--- config.mk ---
export PLATFORM = sky130hd
export DESIGN_NAME = mux_rr_arbiter
export DESIGN_NICKNAME = d
export VERILOG_FILES = /design/src/rtl/mux_rr_arbiter.sv
export SDC_FILE = /design/constraint.sdc
export NUM_CORES = 1
export LEC_CHECK = 0
export ABC_AREA = 1
export BUFFER_PORTS_ARGS = -buffer_cell sky130_fd_sc_hd__buf_2
export CAP_MARGIN = 20
export CORE_MARGIN = 10
export CORE_UTILIZATION = 52
export DETAILED_ROUTE_END_ITERATION = 6
export HOLD_SLACK_MARGIN = 0.06
export PLACE_DENSITY = 0.85
export SYNTH_ARGS = -nofsm -noshare
export SYNTH_HDL_FRONTEND = slang
export SYNTH_SLANG_ARGS = --single-unit
--- constraint.sdc ---
create_clock -name clk -period 2.6 [get_ports clk]
set_input_delay 0.78 -clock clk [delete_from_list [all_inputs] [get_ports clk]]
set_output_delay 0.78 -clock clk [all_outputs]
set_load 0.02 [all_outputs]
--- src/rtl/mux_rr_arbiter.sv ---
// mux_rr_arbiter: four-requester round-robin arbiter in front of a shared
// 4:1 W-bit mux. The grant and mux select are registered. The selected word
// is presented on a valid/ready output, and each requester receives an ack
// pulse when its word transfers.
// Optional burst lock is enabled by defining MUX_ARB_LOCK_EN, which adds the
// lock port.

// mux_2s: plain 4:1 W-bit multiplexer driven by a 2-bit select.
module mux_2s #(
  parameter int unsigned W = 4
) (
  input  logic [1:0]   i_sel,
  input  logic [W-1:0] i_d0,
  input  logic [W-1:0] i_d1,
  input  logic [W-1:0] i_d2,
  input  logic [W-1:0] i_d3,
  output logic [W-1:0] o_d
);

  // select one of the four input words
  always_comb begin
    o_d = '0;
    unique case (i_sel)
      2'd0: o_d = i_d0;
      2'd1: o_d = i_d1;
      2'd2: o_d = i_d2;
      2'd3: o_d = i_d3;
      default: o_d = '0;
    endcase
  end

endmodule

module mux_rr_arbiter #(
  parameter int unsigned W  = 4,
  parameter int unsigned CW = 8
) (
  input  logic          clk,
  input  logic          rst_n,
  input  logic [3:0]    req,
  input  logic [W-1:0]  d0,
  input  logic [W-1:0]  d1,
  input  logic [W-1:0]  d2,
  input  logic [W-1:0]  d3,
`ifdef MUX_ARB_LOCK_EN
  input  logic [3:0]    lock,
`endif
  input  logic          out_ready,
  output logic          out_valid,
  output logic [W-1:0]  out_data,
  output logic [3:0]    gnt,
  output logic [1:0]    sel,
  output logic [3:0]    ack,
  output logic [CW-1:0] xfer_cnt
);

  typedef enum logic {
    ST_IDLE,
    ST_GRANT
  } state_t;

  state_t        r_state;
  logic [3:0]    r_gnt;
  logic [1:0]    r_sel;
  logic [1:0]    r_last;
  logic          r_valid;
  logic [CW-1:0] r_cnt;

  logic [1:0]    w_pick_idx;
  logic          w_pick_found;
  logic          w_xfer;
  logic          w_hold;
  logic [W-1:0]  w_mux_d;

  mux_2s #(.W(W)) u_mux (
    .i_sel (r_sel),
    .i_d0  (d0),
    .i_d1  (d1),
    .i_d2  (d2),
    .i_d3  (d3),
    .o_d   (w_mux_d)
  );

  // round-robin pick: first active request scanning last+1, last+2, ... mod 4
  always_comb begin
    w_pick_found = 1'b0;
    w_pick_idx   = '0;
    for (int unsigned k = 1; k <= 4; k++) begin
      if (!w_pick_found && req[r_last + 2'(k)]) begin
        w_pick_found = 1'b1;
        w_pick_idx   = r_last + 2'(k);
      end
    end
  end

  // A transfer also requires the granted request to still be asserted.
  // If that request has dropped, the grant is aborted, so no ack is issued.
  assign w_xfer = r_valid & out_ready & req[r_sel];

`ifdef MUX_ARB_LOCK_EN
  assign w_hold = lock[r_sel];
`else
  assign w_hold = 1'b0;
`endif

  assign out_valid = r_valid;
  assign out_data  = r_valid ? w_mux_d : '0;
  assign gnt       = r_gnt;
  assign sel       = r_sel;
  assign ack       = r_gnt & {4{w_xfer}};
  assign xfer_cnt  = r_cnt;

  // arbitration FSM with registered grant, select, valid and transfer count
  always_ff @(posedge clk) begin
    if (!rst_n) begin
      r_state <= ST_IDLE;
      r_gnt   <= '0;
      r_sel   <= '0;
      r_last  <= 2'd3;
      r_valid <= 1'b0;
      r_cnt   <= '0;
    end else begin
      unique case (r_state)
        ST_IDLE: begin
          if (w_pick_found) begin
            r_state <= ST_GRANT;
            r_gnt   <= 4'b0001 << w_pick_idx;
            r_sel   <= w_pick_idx;
            r_valid <= 1'b1;
          end
        end
        ST_GRANT: begin
          if (!req[r_sel]) begin
            r_state <= ST_IDLE;
            r_gnt   <= '0;
            r_valid <= 1'b0;
          end else if (w_xfer) begin
            r_cnt <= r_cnt + CW'(1);
            if (!w_hold) begin
              r_last  <= r_sel;
              r_state <= ST_IDLE;
              r_gnt   <= '0;
              r_valid <= 1'b0;
            end
          end
        end
        default: begin
          r_state <= ST_IDLE;
          r_gnt   <= '0;
          r_valid <= 1'b0;
        end
      endcase
    end
  end

endmodule

[After elaboration in Yosys (flattened, before gate mapping)]
Cells that the tools add are included.
Word-level totals
  register bits: 18
  bits of input ports: 23
  output and inout bits: 23
Operators by class
  $add $sub $neg: 4
  order comparisons: 5
  equality and inequality tests: 5
  shift-type cells: 1
  muxes and demuxes: 32
  bitwise logic cells: 4
  reductions and logical operators: 10
Operators by type and width (number)
  $mux 4: 4
  $pmux 4 s4: 1
  $lt 2x3->1 const B: 5
  $mux 1: 15
  $bmux 1 s2: 5
  $add 8x1->8 const B: 1
  $mux 2: 4
  $pmux 4 s2: 1
  $add 2x2->2 const B: 2
  $and 4x4->4: 1
  $eq 2x2->1 const B: 2
  $pmux 1 s2: 2
  $reduce_and 2->1: 2
  $shl 1x2->4 const A: 1
  $logic_and 1x1->1: 3
  $logic_not 1->1: 3
  $ne 3x3->1 const B: 1
  $reduce_and 3->1: 1
  $add 2x1->2 const B: 1
  $and 1x1->1: 2
  $eq 2x1->1 const B: 1
  $logic_not 2->1: 1
  $ne 2x2->1 const B: 1
  $not 1->1: 1

[Longest topological paths before layout]
Gate-level depths: netlist (run 1).
  depth in word-level cells: 16
  mapped depth: 13

[Modules after synthesis]
A second synthesis (run 1) with hierarchy kept.
Second synthesis, totals
  cell total of the unflattened synthesis: 212
  area total of the unflattened synthesis: 1351.3 um^2
By module, submodules not included
  mux_rr_arbiter: instances 1, cells an instance 187, area an instance 1209.9 um^2
  mux_2s: instances 1, cells an instance 25, area an instance 141.4 um^2

[Least setup slack after synthesis (run 1)]
No wires, ideal clock.
  path kind: input to output
  start point: input port req[3]
  end point: output port ack[0]
  arrival time: 1.469 ns
  setup slack: 0.351 ns
  cell stages on the path: 4
  path buffers: 0
  cell sequence: inv_1 -> o2111ai_2 -> nand2_4 -> nor2_1
Between the ends
  cells in the longest elaborated chain, start to end: 4
RTL lines
  from (decl): line 40  | input logic [3:0] req,
  $bmux 1 s2: line 98  | assign w_xfer = r_valid & out_ready & req[r_sel];
  $mux 1 (implied by the code): line 98
  $and 1x1->1: line 98
  $and 4x4->4: line 110  | assign ack = r_gnt & {4{w_xfer}};
  to (decl): line 53  | output logic [3:0] ack,
No other way between the ends. The select of a mux whose other input is x is not followed.

[Worst setup path after layout (run 1)]
Ends and elaborated chain as after synthesis.

==> impl_metrics.ini, run 1 <==
[critical_path]
setup.worst_path.start = req[3]
crit_type = in -> out
endpoint_kind = primary output
path_max_fanout = 5
cp_slowest_stage_delay_ns = 0.26
setup.worst_path.end = ack[0]
cp.arrival_ns = 1.61
required_ns = 1.82
worst_setup_path_start_kind = input port
reg2reg_to = gnt[1]
worstReg2RegStart = r_last[0]
worst-r2r-setup-slack_ns = 0.86
crit_path_cell_trace = buf_2, inv_1, o2111ai_2, nand2_4, nor2_1, buf_2
critPathMostFrequentCell = buf_2
cp_slowest_cell = o2111ai_2
reg2regPathDepth = 11

[global_route]
grt_pass1_vias = 1318
gr-total-overflow = 0
grt_use_total_pct = 14.0
grt_first_pass_wirelength_um = 5350
grt_max_degree = 15
antenna_found_initial = 0

[sta]
tns_ns = 0
min_period_ns = 2.39
clock.fmax_ghz = 0.419
hold_viol_final = 0
rsz0062_at_grt = false
timing.final.crit_share_pct = 91.8
drv_slew = 0
fin_ws_ns = 0.212
fin_skew_ns = 0.00568
relSlewSlack_pct = 74.1
worstMarginPinSlew_ns = 0.388
setup_viol = 0

[placed_design]
routabilityCongestion = 0.904
place_ws_ns = 0.199
dp_hpwl_um = 2590
dp.cells = 271
io_buffers = 45

[clock_network]
cts_root_buf = clkbuf_4
cts_buffers = 3
cts_tree = yes
numClockSinks = 18
clock_latency_ns = 0.30
cts-root-to-sink-buffers = 2
htreeDepth = 1
clkTransAtPathRegs_ns = 0.10
postCtsSetupBuffers = 0

[logic_synthesis]
synth_edf_count = 0
async_flop_share_pct = 0
netlist_area_mm2 = 0.00124
synthTopCellsByCount = nand2_1 (78), inv_1 (20), dfxtp_1 (18)
syn_area_per_cell_um2 = 6.21
yosysWarnings = 0
synth_area_leaders = dfxtp_1 (29%), nand2_1 (24%), inv_1 (6.0%), a21oi_1 (4.8%), nand3_1 (4.8%)
ys_seq_area_share_pct = 29.0
synth_most_common_cell = nand2_1
syn_nets = 224
synth_cells = 200
synth_top_cell_by_area = dfxtp_1
synthDominantCellAreaShare_pct = 29.0
ys_ff_latch = 18
synth.distinct_cells = 29
synth_ff_type = dfxtp_1

[worst_hold_path]
hold_path_class = reg -> reg

[route]
routed_wirelength_um = 3210
ant_nets = 0
drc = 0
routedWlPerCell_um = 11.7
drt_iter0_drc = 51
first_pass_iters = 4
vias = 1394
via_per_inst = 5.07

[pwr]
swShare_pct = 35.7
intPower_mw = 0.459
p_seq_share_pct = 43.4
p_leak_nw = 0.807
clkPwrFrac_pct = 24.0
combPwrFrac_pct = 32.6
power_switching_mw = 0.255
p_per_area_mw_per_mm2 = 467
irDropWorstVdd_uv = 452

[die]
dieWidth_um = 68.9
chipHeight_um = 68.9
initial_core_util_pct = 55.1
dieArea_mm2 = 0.00474
rows = 17
pin_count = 46
core_area_mm2 = 0.00225

[flow_run]
cap_violations = 0

[finish]
area_growth_pct = 23.1
drive_gt1_share_pct = 27.9
final_nets = 272
fillers = 219
stdcell_count = 275
diodes = 0

[outcome]
status = finished clean
## per-layer routing
layer  vias to the layer above  part of all wire (%)  wire length, µm  track usage (%)
met5                         -                     0                0                0
met4                         0                   1.3               43             5.42
met3                         5                    13              418             4.19
met2                        45                    45             1430             24.2
met1                       608                    41             1320             15.9
li1                        736                     -                -                -
## area by class of cell
type,count,area (µm²),area share [%]
clock buffers,4,36.3,2.37
flip-flops and latches,18,360,23.6
well taps,28,35.0,2.29
multi-input cells,150,753,49.3
repair buffers,46,233,15.2
inverters,29,111,7.28
## flip-flops by register name, summed over array words and instances (netlist names)
signal and cells:
gnt 4, out_valid 1, sel 2, r_state 1, r_last 2, xfer_cnt 8
## worst max-delay path, delay by kind of cell
| kind | cells | cell delay [ns] |
|---|---|---|
| compound gates | 1 | 0.26 |
| buf+inv | 3 | 0.32 |
| simple gates | 2 | 0.24 |
## timing repair
item,4_1_cts,5_1_grt
hold buffers,0,0
resized for setup,0,1
setup endpoints to repair,0,2
## cells by family after synthesis
group	after synthesis	share of synthesized area, %
compound gates	26	14.0
buf+inv	32	10.8
flops	18	29.0
simple gates	119	42.4
fa+ha+maj	1	1.01
xor+xnor	4	2.82
## worst min-delay path by stage
stage	startpoint	to	slack (ns)	cells past startpoint
2_1_floorplan	r_state	r_state	0.51	2
3_3_place_gp	gnt[2]	gnt[2]	0.47	2
3_5_place_dp	gnt[2]	gnt[2]	0.48	2
4_1_cts	gnt[2]	gnt[2]	0.49	2
5_1_grt	gnt[1]	gnt[1]	0.52	2
6_report	gnt[2]	gnt[2]	0.49	2
## stage by stage
stage / hold WS, ns / util (%) / cell area [µm²] / power (mW)
after floorplan: 0.511 / - / 1240 / 0.475
after detailed placement: 0.477 / 66.0 / 1490 / 0.547
final: 0.494 / 67.8 / 1530 / 0.714
after CTS: 0.493 / 67.6 / 1520 / 0.719
after global placement: 0.473 / 66.0 / 1490 / 0.545
after global routing: 0.523 / 67.8 / 1530 / 0.765
## power by group through the flow
stage | logic, mW | registers, mW | clock network [mW]
4_1_cts | 0.233 | 0.309 | 0.177
3_3_place_gp | 0.229 | 0.315 | 0
3_5_place_dp | 0.232 | 0.316 | 0
5_1_grt | 0.263 | 0.313 | 0.189
6_report | 0.232 | 0.310 | 0.171
2_1_floorplan | 0.147 | 0.328 | 0
## layout by cell type, fill, tap and decap left out
cell type  instances
a21oi_1           12
a21oi_2            2
a31oi_1            1
a41oi_1            4
buf_2             45
buf_4              1
clkbuf_4           3
clkbuf_8           1
clkinv_1           2
dfxtp_1           18
ha_1               1
inv_1             20
inv_2              6
inv_4              1
nand2_1           78
nand2_2            4
nand2_4            1
nand3_1           12
nand3_2            1
nand4_1            6
nor2_1            14
nor2_4             2
nor2_8             1
o2111ai_2          1
o211a_1            1
o211ai_1           2
o21ai_0            1
o21ai_1            2
xnor2_1            4
Power figures use the tool's default switching activity.
==> run 2, diff against run 1 <==
Settings changed: GPL_TIMING_DRIVEN set to 0.
Clock period 2.6 ns to 2.95 ns, I/O delays scaled along.
==> impl_metrics.ini, run 2 (same netlist as run 1, synthesis figures left out) <==
[sta]
min_period_ns = 2.64
clock.fmax_ghz = 0.379
fin_skew_ns = 0.00592
rsz0062_at_grt = false
whs_ns = 0.489
relSlewSlack_pct = 75.5
setup_viol = 0
tns_ns = 0
hold_viol_final = 0
worstMarginPinSlew_ns = 0.368
drv_slew = 0
timing.final.crit_share_pct = 89.5

[outcome]
status = finished clean

[clock_network]
htreeDepth = 1
numClockSinks = 18
postCtsSetupBuffers = 0
cts.hold.buffers_added = 0
cts_tree = yes
clkTransAtPathRegs_ns = 0.10
clock_latency_ns = 0.29
cts_buffers = 3
post_cts_resized = 0
cts-root-to-sink-buffers = 2
cts_root_buf = clkbuf_4

[worst_hold_path]
hold_path_class = reg -> reg

[route]
via_per_inst = 5.11
vias = 1411
routedWlPerCell_um = 11.9
ant_nets = 0
drt_iter0_drc = 50
routed_wirelength_um = 3280
first_pass_iters = 4
drc = 0

[die]
dieWidth_um = 68.9
rows = 17
pin_count = 46
core_area_mm2 = 0.00225
initial_core_util_pct = 55.1
chipHeight_um = 68.9
dieArea_mm2 = 0.00474

[critical_path]
path_max_fanout = 5
required_ns = 2.07
endpoint_kind = primary output
worst_setup_path_start_kind = input port
cp.arrival_ns = 1.75
crit_type = in -> out

[global_route]
gr-total-overflow = 0
grt_first_pass_wirelength_um = 5290
antenna_found_initial = 0
grt_pass1_vias = 1286
grt_max_degree = 11
grt_use_total_pct = 13.8

[flow_run]
cap_violations = 0

[pwr]
p_leak_nw = 0.809
intPower_mw = 0.401
power_switching_mw = 0.226
fin_total_pwr_mw = 0.627
combPwrFrac_pct = 32.5
irDropWorstVdd_uv = 350
p_seq_share_pct = 43.4
p_per_area_mw_per_mm2 = 409
clkPwrFrac_pct = 24.2
swShare_pct = 36.0

[finish]
final_common_cell = nand2_1
final_nets = 273
largest_reg_flops = 8
final_area_mm2 = 0.00153
final_cell_mix = nand2_1 (78), buf_2 (44), inv_1 (20)
drive_gt1_share_pct = 27.8
stdcell_count = 276
diodes = 0
area_growth_pct = 23.5

[placed_design]
io_buffers = 44
dp_hpwl_um = 2600
routabilityCongestion = 0.910
dpl_cell_area_mm2 = 0.00150
dp.cells = 272
-- run 2: critical path, cell delays in order --
cell	delay [ns]
buf_2	0.10
inv_1	0.06
o2111ai_2	0.26
nand2_4	0.13
nor2_1	0.14
buf_2	0.19
-- run 2: area by class of cell --
class,count,area (µm²)
timing repair buffer,44,220
buffer,3,22.5
sequential,18,360
clock buffer,4,36.3
tap,28,35.0
inverter,29,111
fill,210,721
multi-input combinational,150,748
-- run 2: power by group through the flow --
stage,clock network (mW),registers (mW),logic (mW)
after floorplan,0,0.289,0.130
after global placement,0,0.276,0.200
after detailed placement,0,0.277,0.202
after CTS,0.153,0.272,0.203
after global routing,0.169,0.274,0.229
final,0.151,0.272,0.204
-- run 2: worst paths after layout --
path         cells past startpoint  slack (ns)  startpoint          end
min reg2reg                      2        0.49      gnt[2]       gnt[2]
max reg2reg                      9        1.31      sel[0]  xfer_cnt[6]
max                              6        0.31      req[3]       ack[1]
min                              2        0.49      gnt[2]       gnt[2]
-- run 2: layer usage --
| layer | up-vias | GRT usage [%] | routed length, µm |
|---|---|---|---|
| li1 | 738 | - | - |
| met1 | 616 | 15.2 | 1350 |
| met2 | 49 | 24.3 | 1470 |
| met3 | 8 | 4.35 | 410 |
| met4 | 0 | 4.43 | 51 |
| met5 | - | 0 | 0 |
-- run 2: per-stage QoR --
| stage | util (%) | setup slack [ns] |
|---|---|---|
| after global placement | 66.4 | 0.369 |
| after global routing | 68.0 | 0.193 |
| final | 68.0 | 0.311 |
| after CTS | 68.0 | 0.331 |
| after floorplan | - | 0.491 |
| after detailed placement | 66.4 | 0.331 |
==> run 3, diff against run 2 <==
Settings changed: GPL_TIMING_DRIVEN 0 to not set.
==> impl_metrics.ini, run 3 (same netlist as run 1, synthesis figures left out) <==
[critical_path]
cp_slowest_stage_delay_ns = 0.27
crit_path_cell_trace = buf_2, inv_1, o2111ai_2, nand2_4, nor2_1, buf_2
endpoint_kind = primary output
crit_buf_inv = 3
crit_family = buffers and inverters
critPathMostFrequentCell = buf_2
cp_slowest_cell = o2111ai_2
required_ns = 2.07
crit_cells = 6
cp.arrival_ns = 1.73
crit_type = in -> out
reg2regPathDepth = 10
path_max_fanout = 5
worst_setup_path_start_kind = input port

[finish]
fillers = 222
diodes = 0
stdcell_count = 274
drive_gt1_share_pct = 27.6
multi_input_area_um2 = 748
final_nets = 271
final_common_cell = nand2_1
final_cell_mix = nand2_1 (78), buf_2 (45), inv_1 (20)
area_growth_pct = 22.1
regArea_um2 = 360
largest_reg_flops = 8

[worst_hold_path]
hold_path_class = reg -> reg
hold_path_depth = 2

[sta]
hold_viol_final = 0
worstMarginPinSlew_ns = 0.380
rsz0062_at_grt = false
tns_ns = 0
timing.final.crit_share_pct = 88.8
setup_viol = 0
clock.fmax_ghz = 0.382
relSlewSlack_pct = 74.6
drv_slew = 0
min_period_ns = 2.62
fin_skew_ns = 0.0111

[global_route]
grt_first_pass_wirelength_um = 5480
grt_pass1_vias = 1325
antenna_found_initial = 0
grt_use_total_pct = 14.2
gr-total-overflow = 0
grt_max_degree = 15

[die]
core_area_mm2 = 0.00225
pin_count = 46
rows = 17
initial_core_util_pct = 55.1
chipHeight_um = 68.9
dieWidth_um = 68.9
dieArea_mm2 = 0.00474

[pwr]
fin_total_pwr_mw = 0.626
p_leak_nw = 0.802
p_per_area_mw_per_mm2 = 413
irDropWorstVdd_uv = 324

[route]
via_per_inst = 5.08
drc = 0
ant_nets = 0
first_pass_iters = 4
vias = 1392
routedWlPerCell_um = 12.0
drt_iter0_drc = 52
routed_wirelength_um = 3280

[clock_network]
cts_tree = yes
numClockSinks = 18
post_cts_resized = 0
htreeDepth = 1
clock_latency_ns = 0.30
cts.hold.buffers_added = 0
cts_root_buf = clkbuf_4
cts-root-to-sink-buffers = 2
postCtsSetupBuffers = 0
cts_buffers = 3
clkTransAtPathRegs_ns = 0.09

[placed_design]
routabilityCongestion = 0.905
dp.cells = 270
io_buffers = 45
dp_hpwl_um = 2650

[outcome]
status = finished clean

[flow_run]
cap_violations = 0
## run 3: worst paths after layout
path	startpoint	slack, ns	to
hold / removal	gnt[1]	0.49	gnt[1]
hold reg to reg	gnt[1]	0.49	gnt[1]
setup reg to reg	r_last[0]	1.22	sel[0]
setup / recovery	req[3]	0.33	ack[3]
## run 3: layout make-up
class                           instances  area share, %
Inverter                               29           7.34
Multi-Input combinational cell        150           49.3
Timing Repair Buffer                   45           14.9
Clock buffer                            4           2.39
Tap cell                               28           2.31
Sequential cell                        18           23.8
## run 3: metrics by stage
| stage | hold WS [ns] | area [µm²] | util (%) | worst slack, ns |
|---|---|---|---|---|
| CTS | 0.493 | 1520 | 67.3 | 0.322 |
| floorplan | 0.511 | 1240 | - | 0.491 |
| detailed placement | 0.476 | 1480 | 65.6 | 0.321 |
| global route | 0.537 | 1520 | 67.3 | 0.193 |
| finish | 0.493 | 1520 | 67.3 | 0.331 |
| global placement | 0.473 | 1480 | 65.6 | 0.375 |
## run 3: tightest hold or removal path, cell delays in order (launching register included)
cell     delay, ns
dfxtp_1       0.33
nand2_1       0.07
a21oi_1       0.06
## run 3: power breakdown
group	switching (mW)	internal, mW	total (mW)
registers	0.0153	0.257	0.273
logic	0.132	0.0673	0.199
clock network	0.0789	0.0754	0.154
## run 3: routing by layer
layer | GRT usage (%) | share of wire, % | vias up
li1 | - | - | 729
met4 | 4.93 | 1.3 | 0
met3 | 3.22 | 12 | 5
met5 | 0 | 0 | -
met1 | 16.5 | 41 | 617
met2 | 24.9 | 45 | 41
